--- src/rtl/pc_redirect_unit.sv ---
// ---------------------------------------------------------------------------
// pc_redirect_unit: fetch PC owner with branch redirect, timed flush and
// redirect counter.                                             Rev 1.0
// ---------------------------------------------------------------------------
`default_nettype none

module pc_redirect_unit #(
  parameter logic [63:0] RESET_PC     = 64'h0,
  parameter int unsigned FLUSH_CYCLES = 2,
  parameter int unsigned CNT_W        = 32
) (
  input  logic             clk,
  input  logic             reset,
  input  logic             branch_taken,
  input  logic [63:0]      branch_target,
  input  logic             stall,
  input  logic             fetch_ready,
  output logic [63:0]      pc,
  output logic             fetch_req,
  output logic             flush,
  output logic             redirect,
  output logic             misalign_err,
  output logic [CNT_W-1:0] taken_count
);

  typedef enum logic [0:0] {
    ST_RUN   = 1'b0,
    ST_FLUSH = 1'b1
  } state_t;

  localparam logic [2:0]       FLUSH_INIT = 3'(FLUSH_CYCLES - 1);
  localparam logic [CNT_W-1:0] CNT_ONE    = {{(CNT_W-1){1'b0}}, 1'b1};

  state_t           state_q, state_d;
  logic [2:0]       cnt_q, cnt_d;
  logic [63:0]      pc_q, pc_d;
  logic             fetch_req_q, fetch_req_d;
  logic             flush_q, flush_d;
  logic             redirect_q, redirect_d;
  logic             misalign_q, misalign_d;
  logic [CNT_W-1:0] count_q, count_d;

  logic fetch_accept;
  logic target_aligned;

  assign fetch_accept   = fetch_req_q & fetch_ready & ~stall;
  assign target_aligned = (branch_target[1:0] == 2'b00);

  always_comb begin
    state_d     = state_q;
    cnt_d       = cnt_q;
    pc_d        = pc_q;
    fetch_req_d = 1'b1;
    flush_d     = flush_q;
    redirect_d  = 1'b0;
    misalign_d  = 1'b0;
    count_d     = count_q;

    if (fetch_accept) begin
      pc_d = pc_q + 64'd4;
    end

    case (state_q)
      ST_RUN: begin
        // Redirect overrides both the stall hold and the fetch increment.
        if (branch_taken && target_aligned) begin
          pc_d       = branch_target;
          redirect_d = 1'b1;
          flush_d    = 1'b1;
          cnt_d      = FLUSH_INIT;
          count_d    = count_q + CNT_ONE;
          state_d    = ST_FLUSH;
        end else if (branch_taken) begin
          misalign_d = 1'b1;
        end
      end
      ST_FLUSH: begin
        // Branch decisions here come from squashed instructions; ignore them.
        if (cnt_q == 3'd0) begin
          flush_d = 1'b0;
          state_d = ST_RUN;
        end else begin
          cnt_d = cnt_q - 3'd1;
        end
      end
      default: begin
        flush_d = 1'b0;
        state_d = ST_RUN;
      end
    endcase
  end

  always_ff @(posedge clk) begin
    if (!reset) begin
      state_q     <= ST_RUN;
      cnt_q       <= 3'd0;
      pc_q        <= RESET_PC;
      fetch_req_q <= 1'b0;
      flush_q     <= 1'b0;
      redirect_q  <= 1'b0;
      misalign_q  <= 1'b0;
      count_q     <= '0;
    end else begin
      state_q     <= state_d;
      cnt_q       <= cnt_d;
      pc_q        <= pc_d;
      fetch_req_q <= fetch_req_d;
      flush_q     <= flush_d;
      redirect_q  <= redirect_d;
      misalign_q  <= misalign_d;
      count_q     <= count_d;
    end
  end

  assign pc           = pc_q;
  assign fetch_req    = fetch_req_q;
  assign flush        = flush_q;
  assign redirect     = redirect_q;
  assign misalign_err = misalign_q;
  assign taken_count  = count_q;

endmodule

`default_nettype wire

--- config.mk ---
export PLATFORM = sky130hd
export DESIGN_NAME = pc_redirect_unit
export DESIGN_NICKNAME = d
export VERILOG_FILES = /design/src/rtl/pc_redirect_unit.sv
export SDC_FILE = /design/constraint.sdc
export NUM_CORES = 1
export LEC_CHECK = 0
export CORE_MARGIN = 8
export CORE_UTILIZATION = 25
export DETAILED_ROUTE_END_ITERATION = 10
export REMOVE_ABC_BUFFERS = 1
export SLEW_MARGIN = 40
export SYNTH_ARGS = -nofsm -noshare
export SYNTH_HDL_FRONTEND = slang
export SYNTH_SLANG_ARGS = --single-unit
--- constraint.sdc ---
create_clock -name clk -period 2.05 [get_ports clk]
set_clock_uncertainty 0.2 [all_clocks]
set_input_delay 0.3075 -clock clk [delete_from_list [all_inputs] [get_ports clk]]
set_output_delay 0.3075 -clock clk [all_outputs]
set_load 0.01 [all_outputs]
==> flow_summary_export.csv, run 1 <==
group,metric,value,unit
min_path,hp-class,"primary input to flip-flop",
outcome,status,"finished with violations",
route,viasPerCell,4.86,
global_routing,grt_pass1_wl,30900,um
global_routing,gr-total-overflow,0,
timing,drv_slew,0,
global_routing,grt_pass1_vias,5881,
critical_path,slowest_delay,330,ps
placed_design,place_area,8220,um2
logic_synthesis,yosysSeqAreaShare,39.4,%
die,die_w,161,um
cts,cts.clk_slew.worst_paths,80,ps
global_routing,grt_start_max_net_pins,36,
cts,clk_latency,360,ps
logic_synthesis,synth_area_leaders,"dfxtp_1, o21ai_0, nand4_1",
critical_path,r2r-start,"pc[31]$_SDFF_PN0_",
final_layout,nFillCells,2074,
critical_path,startpoint,"pc[31]$_SDFF_PN0_",
final_layout,syn2layout_area_growth,71.5,%
cts,cts-buffers-inserted,9,
placed_design,gp_congestion,0.804,
timing,fin_crit_sh,101,%
timing,setup_slack,-21.0,ps
route,drtIter0Drc,303,
placed_design,dp_hpwl,15100,um
logic_synthesis,syn_area,5280,um2
route,vias,5958,
timing,fmax,0.483,GHz
pwr,pwr_density_cell,511,nW/um2
route,firstDrtPassIters,4,
logic_synthesis,muxShareOfSynthArea,0.379,%
final_layout,stdcell_area,9060,um2
critical_path,endpoint_kind,"flip-flop",
cts,clock_path_buffers,2,
cts,hold_buffers,0,
cts,cts-root-buf,"clkbuf_16",
global_routing,grt_usage,14.8,%
critical_path,crit_required,2100,ps
critical_path,path_cells,"nand4_1, buf_6, buf_6, nor4_4, buf_6, nand4_1, mux2i_1, a311o_1",
cts,cts_tree,"yes",
cts,cts-htree-levels,3,
cts,clock_sinks,104,
critical_path,r2r_cells,8,
pwr,power.internal,3.43,mW
logic_synthesis,synth_top_family_by_area,"simple AND/OR/NAND/NOR gates",
pwr,clock_power_share,37.8,%
route,drt_drc_violations_left,0,
critical_path,crit_slowest_cell,"dfxtp_2",
logic_synthesis,synthAdderAreaFrac,0.947,%
min_path,hold_depth,3,
logic_synthesis,synthSimpleGateAreaFrac,29.4,%
critical_path,path_common_cell,"buf_6",
logic_synthesis,synth_top_area_share,39.4,%
critical_path,timing.rr.end,"pc[59]$_SDFF_PN0_",
timing,relSlewSlack,73.2,%
die,fp.dieH,161,um
critical_path,setup.worst_path.end,"pc[59]$_SDFF_PN0_",
logic_synthesis,synth_warnings,0,
die,start_util,25.3,%
timing,rsz0062_at_grt,"true",
critical_path,arrival,2120,ps
logic_synthesis,synth_edf_count,0,
logic_synthesis,synth_top_area_cell,"dfxtp_1",
pwr,ir_drop,401,uV
final_layout,utilization,43.4,%
die,die_area,26000,um2
final_layout,register_area,2110,um2
final_layout,drive_gt1_share,24.4,%
timing,hold_violations,0,
final_layout,multi_input_area,3330,um2
die,rows,53,
pwr,sw_frac_of_total,25.9,%
logic_synthesis,synthArstFlopShare,0,%
die,coreArea,20900,um2
critical_path,worstSetupStartpointType,"flip-flop",
logic_synthesis,synth_flop_cell,"dfxtp_1",
pwr,power_frac_seq,46.7,%
logic_synthesis,synth_xor_area_share,9.62,%
pwr,power_frac_comb,15.4,%
logic_synthesis,syn_area_per_cell,8.05,um2
timing,setup_viol,3,
route,routedWlPerCell,16.4,um
die,ios,169,
placed_design,portBuffers,168,
timing,period_needed,2070,ps
critical_path,reg2reg_slack,-20,ps
critical_path,cp_max_fo,5,
logic_synthesis,yosysUniqueCellTypes,41,
pwr,power.switching,1.20,mW
job,maxCapViolCount,0,
route,antenna_left,0,
logic_synthesis,synth_cells,656,
global_routing,antenna_found_initial,0,
pwr,power_leakage,3.30,nW
final_layout,final_net_count,1018,
timing,worst_pin_slew,402,ps
logic_synthesis,synth_compound_area_share,16.1,%
logic_synthesis,ys_ff_latch,104,
outcome,failed_checks,"setup timing",
route,wl,20100,um
critical_path,path_class,"flip-flop to flip-flop",
[critical path: cells and delay by family (launching register included)]
kind / cells / cell delay, ps
AOI/OAI and AO/OA: 1 / 270
DFF: 1 / 330
buffers and inverters: 3 / 410
muxes: 1 / 170
and+or+nand+nor: 3 / 570
[placed cells by master (no fill, tap or decap), types with 4 or more instances in the layout]
cell,Yosys,routed
o21ai_0,53,53
clkdlybuf4s50_1,0,163
nor4_2,3,4
nor2_1,67,63
inv_1,18,18
or4_1,11,8
dfxtp_2,0,22
and4_1,7,7
nand3_4,0,5
o21ai_1,13,13
nand3_1,35,28
dfxtp_1,104,82
buf_12,0,4
and3_1,16,15
xor2_1,29,29
nand2_1,35,34
a211oi_1,14,13
nor3_1,21,15
buf_4,0,129
ha_1,4,4
clkbuf_16,0,10
a31oi_1,20,20
nor3_2,0,4
nand4_1,41,41
buf_6,0,12
nor4_1,14,4
nor4_4,0,9
xnor2_1,29,28
o31ai_1,9,9
a21oi_1,32,31
or3_1,17,16
[cell families after synthesis]
logic type / Yosys count
AOI/OAI and AO/OA: 148
muxes: 2
and+or+nand+nor: 283
buffers and inverters: 57
DFF: 104
xor gates and xnor gates: 58
adders and majority gates: 4
[synthesized netlist by cell type, types with 17 or more instances]
library cell    n
nor2_1         67
nand2_1        35
nand4_1        41
or3_1          17
nor3_1         21
clkbuf_1       30
xor2_1         29
o21ai_0        53
a31oi_1        20
dfxtp_1       104
nand3_1        35
xnor2_1        29
a21oi_1        32
inv_1          18
[how the worst min path moves through the flow]
stage	endpoint	slack, ps	from
3_5_place_dp	pc[1]$_SDFFE_PN0P_	270	pc[1]$_SDFFE_PN0P_
6_report	misalign_err$_SDFF_PP0_	140	branch_target[1]
3_3_place_gp	cnt_q[0]$_SDFFE_PN0P_	270	cnt_q[0]$_SDFFE_PN0P_
4_1_cts	pc[35]$_SDFF_PN0_	210	reset
2_1_floorplan	fetch_req$_DFF_P_	140	reset
5_1_grt	misalign_err$_SDFF_PP0_	190	branch_target[1]
[routing by layer]
| metal | GRT usage, % | share of wire [%] | wire, um | vias up |
|---|---|---|---|---|
| li1 | - | - | - | 2998 |
| met1 | 18.4 | 44 | 8940 | 2768 |
| met2 | 23.6 | 46 | 9260 | 181 |
| met3 | 5.34 | 8.3 | 1670 | 11 |
| met4 | 4.12 | 1.1 | 222 | 0 |
| met5 | 0 | 0 | 0 | - |
[power groups by stage]
stage                     registers (mW)  clock network (mW)  logic, mW
after global placement              2.20                   0      0.710
after CTS                           2.16                1.80      0.717
after global routing                2.17                1.87      0.772
after detailed placement            2.20                   0      0.711
final                               2.16                1.75      0.714
after floorplan                     2.25                   0      0.166
[cell type report]
type,count,share of cell area (%)
multi-input cells,495,36.7
repair buffers,316,32.1
flip-flops and latches,104,23.3
well taps,275,3.80
clock buffers,13,2.98
inverters,19,0.787
clock inverters,3,0.262
diodes,1,0.0276
[registers in the layout, summed over array words and instances (netlist names)]
register and flops:
state_q 1, redirect 1, cnt_q 3, misalign_err 1, taken_count 32, fetch_req 1
pc 64, flush 1
[what timing repair did]
item | 4_1_cts | 5_1_grt
setup buffers | 7 | 6
pin swaps | 8 | 37
endpoints found under the setup margin | 40 | 52
cloned | 0 | 2
gates resized for setup | 51 | 46
[metrics by stage]
step                instances  hold slack (ps)  setup slack, ps  setup TNS, ps  total power, mW
floorplan                 618              135            -1660        -105010             2.42
global placement         1194              268             -605         -32040             2.91
detailed placement       1194              269             -622         -32840             2.91
CTS                      1217              214            -51.0          -51.0             4.67
global route             1225              190             -144          -1640             4.81
finish                   1226              143            -21.0          -37.4             4.63
No activity file was read; power rests on OpenSTA's default activity.
==> run 2, diff against run 1 <==
--- a/config.mk
+++ b/config.mk
@@ -5,6 +5,7 @@
 export SDC_FILE = /design/constraint.sdc
 export NUM_CORES = 1
 export LEC_CHECK = 0
+export CAP_MARGIN = 10
 export CORE_MARGIN = 8
 export CORE_UTILIZATION = 25
 export DETAILED_ROUTE_END_ITERATION = 10
==> results of run 2 <==
The final DEF is identical to that of run 1; final timing and power are the same.
==> RTL change, RTL diff (config.mk and constraints of run 1) <==
Add an input register stage for `branch_target`, without a reset; this delays it by one clock. The other inputs are not delayed to match.
--- a/src/rtl/pc_redirect_unit.sv
+++ b/src/rtl/pc_redirect_unit.sv
@@ -31,6 +31,12 @@
   localparam logic [2:0]       FLUSH_INIT = 3'(FLUSH_CYCLES - 1);
   localparam logic [CNT_W-1:0] CNT_ONE    = {{(CNT_W-1){1'b0}}, 1'b1};
 
+  logic [63:0] branch_target_q;
+
+  always_ff @(posedge clk) begin
+    branch_target_q <= branch_target;
+  end
+
   state_t           state_q, state_d;
   logic [2:0]       cnt_q, cnt_d;
   logic [63:0]      pc_q, pc_d;
@@ -44,7 +50,7 @@
   logic target_aligned;
 
   assign fetch_accept   = fetch_req_q & fetch_ready & ~stall;
-  assign target_aligned = (branch_target[1:0] == 2'b00);
+  assign target_aligned = (branch_target_q[1:0] == 2'b00);
 
   always_comb begin
     state_d     = state_q;
@@ -64,7 +70,7 @@
       ST_RUN: begin
         // Redirect overrides both the stall hold and the fetch increment.
         if (branch_taken && target_aligned) begin
-          pc_d       = branch_target;
+          pc_d       = branch_target_q;
           redirect_d = 1'b1;
           flush_d    = 1'b1;
           cnt_d      = FLUSH_INIT;
Check against the original RTL: not equivalent (Yosys sat finds a counterexample within 4 cycles, from zero or initial values and one cycle with reset low).
==> RTL change against run 1 <==
The flow still finishes with violations (setup timing). Power is 60% higher. Sequential cell count is 64 higher. Critical path depth is 3 lower. Area after synthesis is 24% higher. Wire length is 9.7% higher. Cell count is 10% higher. Setup slack worse by 0.36 ns. Hold slack worse by 0.030 ns. Design area is 18% higher. Largest power group unchanged. Highest routed layer is now met5.
==> RTL change: results (changes against run 1) <==
result of the run = complete, but fails checks
violations in the final reports = setup timing
worst supply voltage drop on vdd = 0.454 mV (+13%)
Relative slew margins = 75.9% (+2.7 points)
worst setup path class = reg2reg
endpoint of the worst hold-timing path = fetch_req
global-route wire length before repair = 33.5 mm (+8.3%)
number of synthesis warnings = 0 (unchanged)
Finish-stage setup viols = 36 (+33)
worst slack, placed = -0.604 ns (+0.0176 ns)
wire length per cell = 16.3 um (-0.55%)
placer congestion estimate = 0.812 (+0.88%)
hold depth = 2 (-1)
layout cells sized above 1 = 23.9% (-0.53 points)
number of unique standard cell types used by synthesis = 47 (+15%)
FF-to-FF path depth = 5 (-3)
Crit Reg-Reg Startpoint = pc[13]
share of the yosys chip area belonging to registers = 51.4% (+12 points)
largest net degree at the start of global routing = 62 (+72%)
CTS max path bufs = 2 (unchanged)
post-detailed-routing wire length = 22.0 mm (+9.7%)
total number of vias = 6,298 (+5.7%)
endpoint of the worst register-to-register path = pc[61]
cell types occupying the most area after synthesis = dfxtp_1 (51%), xnor2_1 (4.9%), o21ai_0 (3.7%), nor2_1 (3.3%), a21oi_1 (3.2%)
Post-DP Area = 0.00954 mm2 (+16%)
H-tree lvl count = 4 (+1)
slack of the critical path = -0.384 ns (-0.363 ns)
Total Nets Final = 1,077 (+5.8%)
total track usage = 13.3% (-1.4 points)
Static Leak = 0.00423 uW (+28%)
clock-pin slew on the worst setup and hold paths = 0.06 ns (-0.02 ns)
Arrival @ worst endpoint = 2.57 ns (+0.45 ns)
clock root buffer = clkbuf_16
Synth top cells by count = dfxtp_1 (168), nor2_1 (57), o21ai_0 (49), nand2_1 (46), a21oi_1 (42)
number of antenna violations at the first check in global routing = 2 (+2)
placed instance count = 1,310 (+9.7%)
First-pass DRT Iterations = 4 (unchanged)
critical path fanouts, max = 5 (unchanged)
proportion of synthesized flip-flops having asynchronous set or reset = 0% (unchanged)
class of the tightest hold or removal check = in2reg
total of buffers placed on input and output ports = 168 (unchanged)
estimated wirelength of the detail-placed design = 15.7 mm (+4.1%)
clock insertion delay at the later pin of the skew report = 0.42 ns (+0.06 ns)
number of violations reported at the end of detailed-routing iteration 0 = 353 (+17%)
number of cells produced by synthesis = 718 (+9.5%)
vias in the first global route = 6,179 (+5.1%)
hold path startpoint = reset
number of CTS-inserted buffers = 17 (+8)
Filler Cells Inserted = 2,559 (+23%)
Final Hold Slack = 0.113 ns (-0.0299 ns)
-- RTL change: changes by cell type after synthesis, sizes merged, moves of 11 or more --
cell / delta
nand4: -15
o21ai: -17
nand2: +11
a31oi: -19
dfxtp: +64
-- RTL change: final cells by class --
cell class | count | area [um2] | share of cell area, %
sequential | 168 | 3380 | 31.8
multi-input combinational | 490 | 3320 | 31.1
timing repair buffer | 313 | 2910 | 27.3
clock buffer | 20 | 447 | 4.19
tap | 335 | 419 | 3.93
clock inverter | 12 | 126 | 1.19
inverter | 14 | 52.6 | 0.493
antenna | 1 | 2.50 | 0.0235
-- RTL change: what timing repair did --
| action | 4_1_cts | 5_1_grt |
|---|---|---|
| pin swaps | 13 | 10 |
| endpoints found under the setup margin | 48 | 62 |
| buffers inserted | 5 | 5 |
| gates resized for setup | 48 | 44 |
| gates cloned | 0 | 2 |
-- RTL change: how the worst max path moves through the flow --
stage / from / end / depth (start not counted)
6_report: pc[13] / pc[61] / 5
3_5_place_dp: fetch_ready / pc[61] / 7
2_1_floorplan: branch_target_q[0] / taken_count[26] / 5
4_1_cts: pc[13] / pc[61] / 5
3_3_place_gp: fetch_ready / pc[61] / 7
5_1_grt: pc[14] / pc[61] / 5
-- RTL change: metrics by stage --
step | util (%) | setup TNS (ns)
final | 41.1 | -6.48
after global routing | 41.1 | -9.81
after CTS | 40.0 | -7.26
after detailed placement | 36.8 | -28.93
after global placement | 36.8 | -26.11
after floorplan | - | -113.90
-- RTL change: report_power, final --
group          total (uW)  internal (uW)  switching, uW
Clock                3170           1820           1350
Combinational         755            426            329
Sequential           3470           3410           66.1
Total                7400           5660           1740
-- RTL change: cell families (layout without fill, tap and decap cells) --
kind of cell	after synthesis	after routing	share of synthesized area [%]
xor+xnor	59	59	7.89
other cells	0	1	0
flops	168	168	51.4
buf+inv	60	359	3.57
simple gates	294	294	24.1
mux	6	6	0.917
fa+ha+maj	4	4	0.764
compound gates	127	127	11.4
-- RTL change: worst max-delay path, stage by stage, from the launching register on --
cell	delay [ns]
dfxtp_2	0.32
nand4_1	0.14
or4b_4	0.60
or4_4	0.57
or3_1	0.33
a211oi_1	0.18
-- RTL change: per-layer routing --
metal  part of all wire [%]  up-vias  GRT usage [%]
li1                       -     3164              -
met1                     44     2946           16.7
met2                     47      163           21.7
met3                    7.4       21           4.36
met4                    1.2        4           3.58
met5                   0.11        -              0
